==> config.mk <==
export PLATFORM = sky130hd
export DESIGN_NAME = pwm_fifo_writer
export DESIGN_NICKNAME = d
export VERILOG_FILES = /design/src/rtl/pwm_fifo_writer_pkg.sv /design/src/rtl/pwm_tri_carrier.sv /design/src/rtl/pwm_fifo_writer.sv
export SDC_FILE = /design/constraint.sdc
export NUM_CORES = 1
export LEC_CHECK = 0
export BUFFER_PORTS_ARGS = -buffer_cell sky130_fd_sc_hd__buf_4
export CORE_MARGIN = 2
export CORE_UTILIZATION = 30
export CTS_CLUSTER_DIAMETER = 50
export DETAILED_ROUTE_END_ITERATION = 12
export PLACE_DENSITY = 0.46
export SKIP_LAST_GASP = 1
export SLEW_MARGIN = 25
export SYNTH_ARGS = -nofsm -noshare
export SYNTH_HDL_FRONTEND = slang
export SYNTH_SLANG_ARGS = --single-unit
==> constraint.sdc <==
create_clock -name clk -period 6.1 [get_ports clk]
set_input_delay 1.22 -clock clk [delete_from_list [all_inputs] [get_ports clk]]
set_output_delay 1.22 -clock clk [all_outputs]
set_load 0.02 [all_outputs]
==> src/rtl/pwm_fifo_writer_pkg.sv <==
// Shared defaults and FSM encodings for the PWM gate FIFO writer.
package pwm_fifo_writer_pkg;

  localparam int DEF_REF_W        = 16;
  localparam int DEF_CNT_W        = 16;
  localparam int DEF_CARRIER_PEAK = 1000;
  localparam int DEF_PRIME_DEPTH  = 4;
  localparam int DEF_FIFO_DEPTH   = 16;

  localparam logic [1:0] ST_IDLE  = 2'd0;
  localparam logic [1:0] ST_PRIME = 2'd1;
  localparam logic [1:0] ST_RUN   = 2'd2;

endpackage

==> src/rtl/pwm_tri_carrier.sv <==
// Triangular carrier 0..CARRIER_PEAK with reflect-at-apex/zero arithmetic.
// carrier_next/reflect describe the step currently being applied when advance is high.
module pwm_tri_carrier
  import pwm_fifo_writer_pkg::*;
#(
  parameter int CNT_W        = DEF_CNT_W,
  parameter int CARRIER_PEAK = DEF_CARRIER_PEAK
) (
  input  logic             clk,
  input  logic             rst,
  input  logic             advance,
  input  logic [CNT_W-1:0] inc,
  output logic [CNT_W:0]   carrier_next,
  output logic             reflect
);

  typedef logic [CNT_W:0] ext_t;

  localparam ext_t PEAK_X  = ext_t'(CARRIER_PEAK);
  localparam ext_t PEAK2_X = ext_t'(2 * CARRIER_PEAK);

  function automatic ext_t clamp_inc(input logic [CNT_W-1:0] v);
    ext_t vx;
    vx = {1'b0, v};
    return (vx > PEAK_X) ? PEAK_X : vx;
  endfunction

  logic [CNT_W-1:0] carrier;
  logic             dir_down;
  logic             dir_down_next;
  ext_t             carrier_x;
  ext_t             inc_x;
  ext_t             sum_x;
  ext_t             next_x;

  // One extra bit keeps c+inc and 2*PEAK-(c+inc) free of wrap.
  always_comb begin
    carrier_x     = {1'b0, carrier};
    inc_x         = clamp_inc(inc);
    sum_x         = carrier_x + inc_x;
    next_x        = sum_x;
    dir_down_next = dir_down;
    if (!dir_down) begin
      if (sum_x >= PEAK_X) begin
        next_x        = PEAK2_X - sum_x;
        dir_down_next = 1'b1;
      end
    end else if (inc_x >= carrier_x) begin
      next_x        = inc_x - carrier_x;
      dir_down_next = 1'b0;
    end else begin
      next_x = carrier_x - inc_x;
    end
  end

  assign carrier_next = next_x;
  assign reflect      = dir_down_next ^ dir_down;

  always_ff @(posedge clk) begin
    if (rst) begin
      carrier  <= '0;
      dir_down <= 1'b0;
    end else if (advance) begin
      carrier  <= next_x[CNT_W-1:0];
      dir_down <= dir_down_next;
    end
  end

endmodule

==> src/rtl/pwm_fifo_writer.sv <==
// Per-step PWM gate producer: carrier compare, FIFO write gating, priming and rd_start.
// Optional regular (reflect-latched) sampling via PWM_FIFO_WRITER_REGULAR_SAMPLE_EN.
module pwm_fifo_writer
  import pwm_fifo_writer_pkg::*;
#(
  parameter int REF_W        = DEF_REF_W,
  parameter int CNT_W        = DEF_CNT_W,
  parameter int CARRIER_PEAK = DEF_CARRIER_PEAK,
  parameter int PRIME_DEPTH  = DEF_PRIME_DEPTH,
  parameter int FIFO_DEPTH   = DEF_FIFO_DEPTH
) (
  input  logic                    clk,
  input  logic                    rst,
  input  logic                    rst_user,
  input  logic                    step_in,
  input  logic signed [REF_W-1:0] ref_in,
  input  logic [CNT_W-1:0]        carrier_inc,
  input  logic [3:0]              usedw,
  input  logic                    full,
  output logic                    pwm_bit,
  output logic                    wr_en,
  output logic                    rd_start,
  output logic                    primed,
  output logic                    overflow_err
);

  typedef logic [CNT_W:0] ext_t;

  localparam ext_t       PEAK_X      = ext_t'(CARRIER_PEAK);
  localparam logic [4:0] USEDW_LIMIT = 5'(FIFO_DEPTH - 1);
  localparam logic [3:0] PRIME_LAST  = 4'(PRIME_DEPTH - 1);

  function automatic ext_t clamp_ref(input logic signed [REF_W-1:0] r);
    int rv;
    rv = int'(r);
    if (rv < 0) return '0;
    if (rv > CARRIER_PEAK) return PEAK_X;
    return ext_t'(rv);
  endfunction

  logic                    any_rst;
  logic                    vld_p0;
  logic signed [REF_W-1:0] ref_p0;
  logic [CNT_W-1:0]        inc_p0;
  logic [1:0]              state;
  logic [3:0]              prime_cnt;
  ext_t                    carrier_next;
  logic                    reflect;
  ext_t                    ref_clamped;
  ext_t                    cmp_ref;
  logic                    cmp_bit;
  logic                    wr_ok;

  assign any_rst = rst | rst_user;

  // Stage p0: capture the step's operands.
  always_ff @(posedge clk) begin
    if (any_rst) vld_p0 <= 1'b0;
    else         vld_p0 <= step_in;
  end

  always_ff @(posedge clk) begin
    if (step_in) begin
      ref_p0 <= ref_in;
      inc_p0 <= carrier_inc;
    end
  end

  // Stage p1: carrier advance, compare and write gating.
  pwm_tri_carrier #(
    .CNT_W        (CNT_W),
    .CARRIER_PEAK (CARRIER_PEAK)
  ) u_carrier (
    .clk          (clk),
    .rst          (any_rst),
    .advance      (vld_p0),
    .inc          (inc_p0),
    .carrier_next (carrier_next),
    .reflect      (reflect)
  );

  assign ref_clamped = clamp_ref(ref_p0);

`ifdef PWM_FIFO_WRITER_REGULAR_SAMPLE_EN
  ext_t ref_hold;

  // The reflect step itself already compares against the freshly latched value.
  always_ff @(posedge clk) begin
    if (any_rst)               ref_hold <= '0;
    else if (vld_p0 & reflect) ref_hold <= ref_clamped;
  end

  assign cmp_ref = reflect ? ref_clamped : ref_hold;
`else
  assign cmp_ref = ref_clamped;
`endif

  assign cmp_bit = cmp_ref > carrier_next;
  assign wr_ok   = !full && ({1'b0, usedw} < USEDW_LIMIT);

  // Stage p2: registered FIFO interface, FSM and priming.
  always_ff @(posedge clk) begin
    if (any_rst) begin
      state     <= ST_IDLE;
      prime_cnt <= '0;
      wr_en     <= 1'b0;
      pwm_bit   <= 1'b0;
      rd_start  <= 1'b0;
      primed    <= 1'b0;
      if (rst) overflow_err <= 1'b0;
    end else begin
      wr_en    <= vld_p0 & wr_ok;
      pwm_bit  <= vld_p0 & cmp_bit;
      rd_start <= 1'b0;
      if (vld_p0 & ~wr_ok) overflow_err <= 1'b1;
      case (state)
        ST_IDLE: begin
          if (step_in) state <= ST_PRIME;
        end
        ST_PRIME: begin
          if (vld_p0 & wr_ok) begin
            prime_cnt <= prime_cnt + 4'd1;
            if (prime_cnt == PRIME_LAST) begin
              state    <= ST_RUN;
              rd_start <= 1'b1;
              primed   <= 1'b1;
            end
          end
        end
        default: ;
      endcase
    end
  end

endmodule
=== Word-level counts from Yosys, hierarchy flattened ===
Index checks and enable logic that the tools add are counted.

* Register bits: 61
* Output and inout bits: 5
* Word-level logic and storage cells: 69

* Add/sub/neg operators: 5
* $lt $le $gt $ge: 7
* Equal/unequal tests: 6
* Muxes and demuxes: 22
* Bitwise logic cells: 7
* Reductions and logical operators: 10

{| class="wikitable"
|+ Operators by type and width
! operator !! number
|-
| two-way mux 17 bit || 7
|-
| adder 16 x 17 -> 17 bit || 1
|-
| greater-or-equal comparator 17 x 10 -> 1 bit, second input constant || 1
|-
| greater-or-equal comparator 17 x 16 -> 1 bit || 1
|-
| greater-than comparator 17 bit || 1
|-
| subtractor 11 x 17 -> 17 bit, first input constant || 1
|-
| subtractor 16 x 17 -> 17 bit || 1
|-
| subtractor 17 x 16 -> 17 bit || 1
|-
| greater-than comparator 16 x 10 -> 1 bit, second input constant || 1
|-
| greater-than comparator 16 x 11 -> 1 bit, second input constant || 1
|-
| less-than comparator 16 x 1 -> 1 bit, second input constant || 1
|-
| two-way mux 16 bit || 1
|-
| two-way mux 1 bit || 10
|-
| != test 2 bit, second input constant || 4
|-
| two-way mux 2 bit || 3
|-
| adder 4 x 1 -> 4 bit, second input constant || 1
|-
| == test 4 x 2 -> 1 bit, second input constant || 1
|-
| less-than comparator 4 bit, second input constant || 1
|-
| case mux 2 bit (2 select lines) || 1
|-
| AND reduction 2 bit || 2
|-
| AND reduction 4 bit || 1
|-
| nonzero test 2 bit || 2
|-
| bitwise AND 1 bit || 3
|-
| NOT 1 bit || 3
|-
| other kinds (7) || 7
|}

=== Longest topological paths before layout ===
Gate-level depths: netlist of the first run.

* Depth after elaboration: 8
* Mapped depth: 31

=== Cells and area by module ===
A second synthesis of the first run with hierarchy kept.

* Cell total of the unflattened synthesis: 724
* Area, all modules: 6125.9 um^2

{| class="wikitable"
|+ Modules (own cells, without submodules)
! module !! times used !! cells an instance !! area each (um^2) !! seq. area each (um^2)
|-
| pwm_tri_carrier || 1 || 569 || 4131.5 || 340.3
|-
| pwm_fifo_writer || 1 || 155 || 1994.4 || 1211.2
|}

=== Least setup slack after synthesis of the first run ===
OpenSTA, ideal clock, no wires.

* Kind: reg2reg
* From: register inc_p0[0]
* To: register pwm_bit
* Data arrival time: 5.528 ns
* Required time: 5.984 ns
* Setup slack: 0.456 ns
* Stages on the path, launching flop included: 32
* Buffers on the path: 2
* Clock period less this slack: 5.644 ns
* Path through: edfxtp_1 or3_1 a21oi_1 nor3_1 nor2_1 nand2_1 inv_1 ha_1 inv_1 fa_1 or2_1 a211o_1 mux2_2 a2111oi_4 and4b_1 a311o_1 buf_6 or3_1 buf_2 nor2_1 a211oi_1 o21bai_1 ha_1 nor2b_1 o21a_1 o21a_1 o21ai_0 nand2b_1 a21oi_1 o21ai_0 nand3_1 a21oi_1

* Word-level cells in the longest chain between the ends: 8
* Elaborated cells between the ends (all ways): 13
* Classes of those cells: add/sub: 4; order compare: 4; mux: 4; bitwise: 1

{| class="wikitable"
|+ RTL lines
! what !! line !! text
|-
| start: declaration || pwm_fifo_writer.sv:44 || <nowiki>logic [CNT_W-1:0] inc_p0;</nowiki>
|-
| start signal: assignment || pwm_fifo_writer.sv:65 || <nowiki>inc_p0 <= carrier_inc;</nowiki>
|-
| greater-than comparator 16 x 10 -> 1 bit || pwm_tri_carrier.sv:25 || <nowiki>return (vx > PEAK_X) ? PEAK_X : vx;</nowiki>
|-
| two-way mux 16 bit (*) || pwm_tri_carrier.sv:25 ||
|-
| adder 16 x 17 -> 17 bit || pwm_tri_carrier.sv:40 || <nowiki>sum_x = carrier_x + inc_x;</nowiki>
|-
| subtractor 11 x 17 -> 17 bit or greater-or-equal comparator 17 x 10 -> 1 bit (tied branches) || pwm_tri_carrier.sv:45, pwm_tri_carrier.sv:44 ||
|-
| two-way mux 17 bit || pwm_tri_carrier.sv:44 || <nowiki>if (sum_x >= PEAK_X) begin</nowiki>
|-
| two-way mux 17 bit (*) || pwm_tri_carrier.sv:43 || <nowiki>if (!dir_down) begin</nowiki>
|-
| greater-than comparator 17 bit (*) || pwm_fifo_writer.sv:98 || <nowiki>assign cmp_bit = cmp_ref > carrier_next;</nowiki>
|-
| bitwise AND 1 bit (*) || pwm_fifo_writer.sv:113 || <nowiki>pwm_bit <= vld_p0 & cmp_bit;</nowiki>
|-
| end signal: assignment || pwm_fifo_writer.sv:113 ||
|-
| end: declaration || pwm_fifo_writer.sv:20 || <nowiki>output logic pwm_bit,</nowiki>
|}

Mark *: on every way between the ends. The rest lies on a longest branch, timed or not.
A chain may end at the register's enable or synchronous reset.

=== Worst setup path in the final report of the first run ===
Ends and elaborated chain as after synthesis.

==> results by stage, run 1 <==
Outcome:
- The flow ran to the end, and the final reports show no timing, DRC or antenna violations.

Die:
- During I/O placement, the number of pins put on the boundary was 46.
- The floorplan core area is 17900 µm².
- The width of the chip is 138.9 µm.
- The die is 138.9 µm tall.
- The overall die area is 19290 µm².
- The initial utilization of the core area, before any placement, comes to 30.49%.
- In this run the core area contains 49 standard-cell rows.

Worst setup path:
- The number of buffers and inverters on the critical path is 3.
- Broken down by cell family, the worst path's largest delay share belongs to compound AO/OA/AOI/OAI gates.
- STA puts the critical path data arrival time at 5990 ps.
- The startpoint type of the worst setup path is a flip-flop.
- The maximum fanout encountered on the critical timing path is 6.
- The worst path required time is 6320 ps.
- The standard cell with the maximum stage delay on the critical path is sky130_fd_sc_hd__or3_4.
- The startpoint-to-endpoint class of the critical path is flip-flop to flip-flop.
- The endpoint type of the worst setup path is a flip-flop.
- The largest single stage delay on the critical path is 430 ps.

Yosys:
- The main flop type after synthesis is sky130_fd_sc_hd__edfxtp_1.
- After synthesis the netlist holds a flip-flop and latch count of 61.
- In this run, distinct cell masters in the synthesized netlist total 75.
- The synthesized instance count is 640.
- The cell area that synthesis handed to floorplanning was 5458 µm².
- The count of flip-flops with a built-in enable after synthesis is 33.
- The warning count from the yosys run is 0.
- Dividing the synthesized area by the synthesized cell count gives 8.528 µm².
- The share of the Yosys chip area taken by registers is 28.43%.
- Counting flops with an async set or reset pin after synthesis yields a share of 0%.

Timing:
- The worst hold slack is 471.8 ps.
- Adding up every negative setup slack in the final design gives 0 ps.
- The number of pins with negative max-slew slack in the final report is 0.
- The number of hold violations in the final report is 0.
- The highest achievable clock rate is 173.1 MHz.
- The share of the cycle needed by the critical path after routing is 94.69%.
- The minimum clock period after layout is 5776 ps.
- At the pin with the least slew margin, the transition time is 805.9 ps.
- Once routing completed, OpenROAD measured the worst setup slack at 324.0 ps.
- On the final layout, the worst clock skew is 8.155 ps.
- The worst pin sits at a relative slew slack of 46.20%.
- Setup violations remaining at the end of the flow were counted as 0.

Global routing:
- For this run the aggregate overflow at the end of global routing stands at 0.
- Entering global routing, the biggest net connects 35 pins.
- The via count of the first global-routing pass is 4838.
- The initial antenna violation count is 0.
- The first-pass GRT wire length is 25.58 mm.
- Global routing used 16.67% of the available tracks across all layers.

Clocking:
- The maximum root-to-sink buffer count is 2.
- The clock tree from TritonCTS is done.
- The later-pin clock latency in the skew report is 340 ps.
- The clock sink count is 61.
- The number of buffers added to fix hold violations after cts is 0.
- Counting the buffers created by CTS gives 9.
- The clock slew seen by the registers of the worst setup and hold paths is 50 ps.
- The cell at the root of the clock tree is sky130_fd_sc_hd__clkbuf_16.
- The H-tree was split into 3 levels.

Place:
- The area after detailed placement is 6187 µm².
- The number of placed instances, taps included is 927.
- The weighted congestion at the end of routability-driven global placement is 0.9211.
- The post-DP HPWL is 12.51 mm.
- The worst-case setup slack after placement is 212.7 ps.
- The port buffer count is 45.

Drt:
- Summed over all layers, the routed wires come to 15.80 mm.
- The count of nets left with antenna violations once routing finished came out at 0.
- The routed wirelength normalized by instance count is 16.55 µm.
- The routed layout has 4896 vias.
- The first routing iteration left 266 violations.
- After detailed routing, the number of remaining DRC violations is 0.
- Before antenna repair, the detailed router went through 6 iterations.
- Dividing the detail-routed via count by the number of cells gives 5.127.

Layout:
- In the layout the commonest cells are sky130_fd_sc_hd__buf_4 (73), sky130_fd_sc_hd__ha_1 (64), sky130_fd_sc_hd__a21oi_1 (53).
- The summed area of non-filler cells in the final layout is 6688 µm².
- The most common cell after layout, fill and taps aside is sky130_fd_sc_hd__buf_4.
- The share of post-route cells with drive strength above 1 is 18.18%.
- The area growth from synthesis to final layout is 22.54%.
- The final layout net count is 830.
- The total inserted antenna cells is 0.
- The finished layout holds 955 standard cells, fillers aside.
- Once layout is complete, the utilization of the core stands at 37.36%.

Flow run:
- The tool flagged a number of max-cap violations equal to 0.

Power:
- The leakage component of the power is 2.780 nW.
- The total power draw is 1.319 mW.
- The power density relative to cell area is 197.2 nW/µm².
- The largest voltage drop on the vdd net is 148.8 µV.

Worst hold path:
- In this run the worst hold path is classified as flip-flop to flip-flop.
[kinds of logic after synthesis]
family | count (synthesis) | synth area share (%)
AO/OA/AOI/OAI | 189 | 23.61
AND/OR/NAND/NOR | 186 | 16.67
buffers and inverters | 78 | 5.731
adder cells (fa/ha/maj) | 68 | 16.00
flip-flops | 61 | 28.43
XOR/XNOR | 41 | 6.579
multiplexers | 15 | 2.843
other | 2 | 0.1376
[power by group]
| part | total, mW | switching, mW | internal, mW | leakage [nW] |
|---|---|---|---|---|
| Clock | 0.506 | 0.180 | 0.326 | 0.143 |
| Combinational | 0.340 | 0.190 | 0.150 | 2.09 |
| Sequential | 0.473 | 0.0164 | 0.457 | 0.550 |
| Total | 1.32 | 0.386 | 0.933 | 2.78 |
[cell type report]
| class | count | area [µm²] |
|---|---|---|
| multi-input combinational | 522 | 3789 |
| clock inverter | 4 | 47.55 |
| sequential | 61 | 1551 |
| clock buffer | 12 | 246.5 |
| fill | 1861 | 11210 |
| inverter | 51 | 191.4 |
| tap | 229 | 286.5 |
| timing repair buffer | 76 | 575.6 |
[Yosys cell counts (7+ instances only)]
master / number / area (µm²)
sky130_fd_sc_hd__a21oi_1: 56 / 280.3
sky130_fd_sc_hd__o21bai_1: 8 / 60.06
sky130_fd_sc_hd__nand3_1: 17 / 85.08
sky130_fd_sc_hd__dfxtp_1: 28 / 560.5
sky130_fd_sc_hd__a211oi_1: 10 / 75.07
sky130_fd_sc_hd__clkbuf_1: 17 / 63.81
sky130_fd_sc_hd__edfxtp_1: 33 / 991.0
sky130_fd_sc_hd__buf_2: 7 / 35.03
sky130_fd_sc_hd__nand2_1: 46 / 172.7
sky130_fd_sc_hd__mux2i_1: 11 / 110.1
sky130_fd_sc_hd__xnor2_1: 29 / 254.0
sky130_fd_sc_hd__o31ai_1: 14 / 105.1
sky130_fd_sc_hd__nor2b_1: 9 / 56.30
sky130_fd_sc_hd__nor2_1: 49 / 183.9
sky130_fd_sc_hd__nor3_1: 17 / 85.08
sky130_fd_sc_hd__a21o_1: 8 / 60.06
sky130_fd_sc_hd__xor2_1: 12 / 105.1
sky130_fd_sc_hd__o21ai_0: 32 / 160.2
sky130_fd_sc_hd__inv_1: 49 / 183.9
sky130_fd_sc_hd__ha_1: 65 / 813.3
[path summary, 6_finish.rpt]
check,from,endpoint,slack [ps],depth (start not counted)
hold / removal,primed,primed,470,1
setup reg to reg,inc_p0[0],pwm_bit,320,29
setup / recovery,inc_p0[0],pwm_bit,320,29
hold reg to reg,primed,primed,470,1
[flip-flops by register name, indices dropped and copies added (netlist names)]
register	count
inc_p0	16
ref_p0	16
u_carrier.carrier	16
prime_cnt	4
state	2
overflow_err	1
primed	1
pwm_bit	1
rd_start	1
u_carrier.dir_down	1
vld_p0	1
wr_en	1
[timing repair]
item	in CTS	in global routing
setup buffers	0	11
hold endpoints to repair	0	0
setup endpoints to repair	0	1
gates resized for setup	0	28
[layer usage]
metal / share of wire, % / GRT usage, % / vias to the layer above
met5: 0 / 0 / -
met4: 1.4 / 4.094 / 0
met3: 4.3 / 3.211 / 18
met2: 44 / 25.75 / 115
met1: 50 / 24.00 / 2308
li1: - / - / 2455
Power figures use the tool's default switching activity.
==> run 2, diff against run 1 <==
--- a/config.mk
+++ b/config.mk
@@ -10,7 +10,8 @@
 export CORE_UTILIZATION = 30
 export CTS_CLUSTER_DIAMETER = 50
 export DETAILED_ROUTE_END_ITERATION = 12
-export PLACE_DENSITY = 0.46
+export GPL_ROUTABILITY_DRIVEN = 0
+export PLACE_DENSITY = 0.45
 export SKIP_LAST_GASP = 1
 export SLEW_MARGIN = 25
 export SYNTH_ARGS = -nofsm -noshare
==> constraint.sdc (replaced) <==
create_clock -name clk -period 7.07 [get_ports clk]
set_input_delay 1.414 -clock clk [delete_from_list [all_inputs] [get_ports clk]]
set_output_delay 1.414 -clock clk [all_outputs]
set_load 0.02 [all_outputs]
==> results by stage, run 2 (synthesis results as in run 1) <==
Die:
- The floorplan core area is 17900 µm².
- The floorplan step set the die width to 138.9 µm.
- The chip height is 138.9 µm.
- The site row count is 49.
- The number of top-level pins is 46.
- The overall die area is 19290 µm².
- The starting density of the core is 30.49%.

Timing:
- Setup repair after global routing left no endpoint under its margin.
- The number of pins with negative max-slew slack in the final report was 0.
- The minimum clock period after layout is 6467 ps.
- The worst path uses 91.47% of the clock period.
- The setup TNS is 0 ps.
- On the final layout, the worst clock skew is 5.227 ps.
- Timing would allow up to 154.6 MHz.
- The pin slew with the least headroom to its limit is 995.8 ps.
- The worst slew margin relative to its limit is 33.14%.
- Setup violations remaining at the end of the flow were counted as 0.
- Across all hold checks on the routed design, the worst slack comes to 458.0 ps.
- The number of hold violations in the final report was 0.

Layout:
- In the final layout, the multi-input gates occupy 3677 µm².
- The summed area of non-filler cells in the final layout is 6357 µm².
- The top cell types in the final layout, fill and taps aside, are sky130_fd_sc_hd__ha_1 (65), sky130_fd_sc_hd__a21oi_1 (56), sky130_fd_sc_hd__inv_1 (49), sky130_fd_sc_hd__nor2_1 (49), sky130_fd_sc_hd__buf_4 (47).
- The library cell used most frequently in the layout, excluding fill and tap cells, is sky130_fd_sc_hd__ha_1.
- The layout has 1909 filler cells.
- The largest registers in the layout are inc_p0 (16), ref_p0 (16), u_carrier.carrier (16).
- Compared with the post-synthesis result, the final layout area differs by 16.48%.
- Registers take 1551 µm².
- The repair_antennas step left the layout with diodes totalling 0.
- The final layout contains 801 nets.
- The number of standard cells in the final layout excluding fillers is 926.
- The share of post-route cells with drive strength above 1 is 12.34%.

Drt:
- For this block, the routed nets add up to 15.43 mm of wire.
- The vias after detailed routing is 4781.
- In the routed design, unresolved DRC markers number 0.
- Using the TritonRoute via totals, the vias-per-cell ratio works out to 5.163.
- The post-route antenna net violation count is 0.
- For this run, the detailed router's first-pass iteration total came to 5.
- In this run, the number of DRC markers left after iteration 0 of detailed routing was 368.
- Dividing the detail-routed wire length by the instance count gives 16.66 µm.

Worst setup path:
- In this run the worst path has a maximum fanout of 11.
- Counting both buffers and inverters, the worst setup path holds a total of 3.
- The critical path starts at inc_p0[1].
- The standard cell with the maximum stage delay on the critical path is sky130_fd_sc_hd__o311ai_0.
- The worst setup path is captured at a flip-flop.
- The startpoint type of the worst setup path is a flip-flop.
- The reg2reg setup slack is 600 ps.
- For this run, the slowest stage of the critical path takes 620 ps.
- Data arrives at the worst endpoint at 6690 ps.
- The worst setup path is of the flip-flop to flip-flop kind.
- In this design, the critical path's most frequently occurring cell is sky130_fd_sc_hd__a21oi_1.
- The category of cells accounting for the largest share of critical-path delay is compound AO/OA/AOI/OAI gates.
- STA puts the critical path data required time at 7300 ps.
- The worst register-to-register path begins at inc_p0[1].

Place:
- After detailed placement, the total cell area comes to 6060 µm².
- Detailed placement ended at an HPWL of 12.22 mm.
- The port buffer count is 45.
- The number of placed instances, taps included is 910.

Clocking:
- The number of gates given a new drive strength after cts is 0.
- Clock tree synthesis selected as its root buffer the cell sky130_fd_sc_hd__clkbuf_16.
- The post-CTS setup repair buffer count is 0.
- Hold repair after CTS inserted 0 buffers.
- The clock reaches the later pin of the worst-skew pair after 340 ps.
- In this run, CTS created clock tree buffers numbering 9.
- TritonCTS built the clock tree.
- The maximum root-to-sink buffer count is 2.
- The clock slew seen by the registers of the worst setup and hold paths is 60 ps.
- The clock sink count is 61.
- The H-tree was split into 3 levels.

Power:
- Summed over all cells, the static leakage comes to 2.617 nW.
- The power density relative to cell area is 174.0 nW/µm².
- Overall power consumption after layout is estimated at 1.106 mW.
- The worst-case IR drop observed on VDD is 104.3 µV.

Outcome:
- The run finished with clean final reports.

Global routing:
- The pin count of the biggest net entering global routing is 35.
- The initial antenna violation count is 0.
- The via count of the first global-routing pass is 4751.
- After global routing the overflow that remains totals 0.
- The total routing usage reported by global routing is 16.34%.
- The first global-routing pass estimated 25.06 mm of wire.

Worst hold path:
- The type of the most critical hold path is flip-flop to flip-flop.
- The launch instance of the worst min-delay path is primed.

Flow run:
- Across the run, the number of max-cap violations was 0.
## run 2: path summary, 6_finish.rpt
check	endpoint	depth (start not counted)
min reg2reg	primed	1
min	primed	1
max reg2reg	pwm_bit	29
max	pwm_bit	29
## run 2: metal layers
| metal | share of wire, % | vias to the layer above | wire [µm] | GRT usage [%] |
|---|---|---|---|---|
| met1 | 47 | 2241 | 7260 | 21.00 |
| li1 | - | 2410 | - | - |
| met2 | 46 | 108 | 7117 | 27.07 |
| met3 | 3.6 | 22 | 549 | 2.452 |
| met4 | 3.3 | 0 | 503 | 7.602 |
| met5 | 0 | - | 0 | 0 |
## run 2: stage by stage
step           utilization, %  worst slack [ps]
5_1_grt                 35.51             27.50
4_1_cts                 35.51             595.9
2_1_floorplan               -              1426
3_3_place_gp            33.85             885.2
3_5_place_dp            33.85             666.1
6_report                35.51             602.9
## run 2: layout make-up
cell class / count / area share [%]
clock buffers: 9 / 3.543
clock inverters: 7 / 1.142
inverters: 51 / 3.011
multi-input cells: 522 / 57.84
flip-flops and latches: 61 / 24.40
well taps: 229 / 4.507
repair buffers: 47 / 5.550
## run 2: report_power, final
group	switching, mW	internal [mW]
Combinational	0.151	0.106
Sequential	0.0133	0.394
Clock	0.169	0.273
Total	0.333	0.773
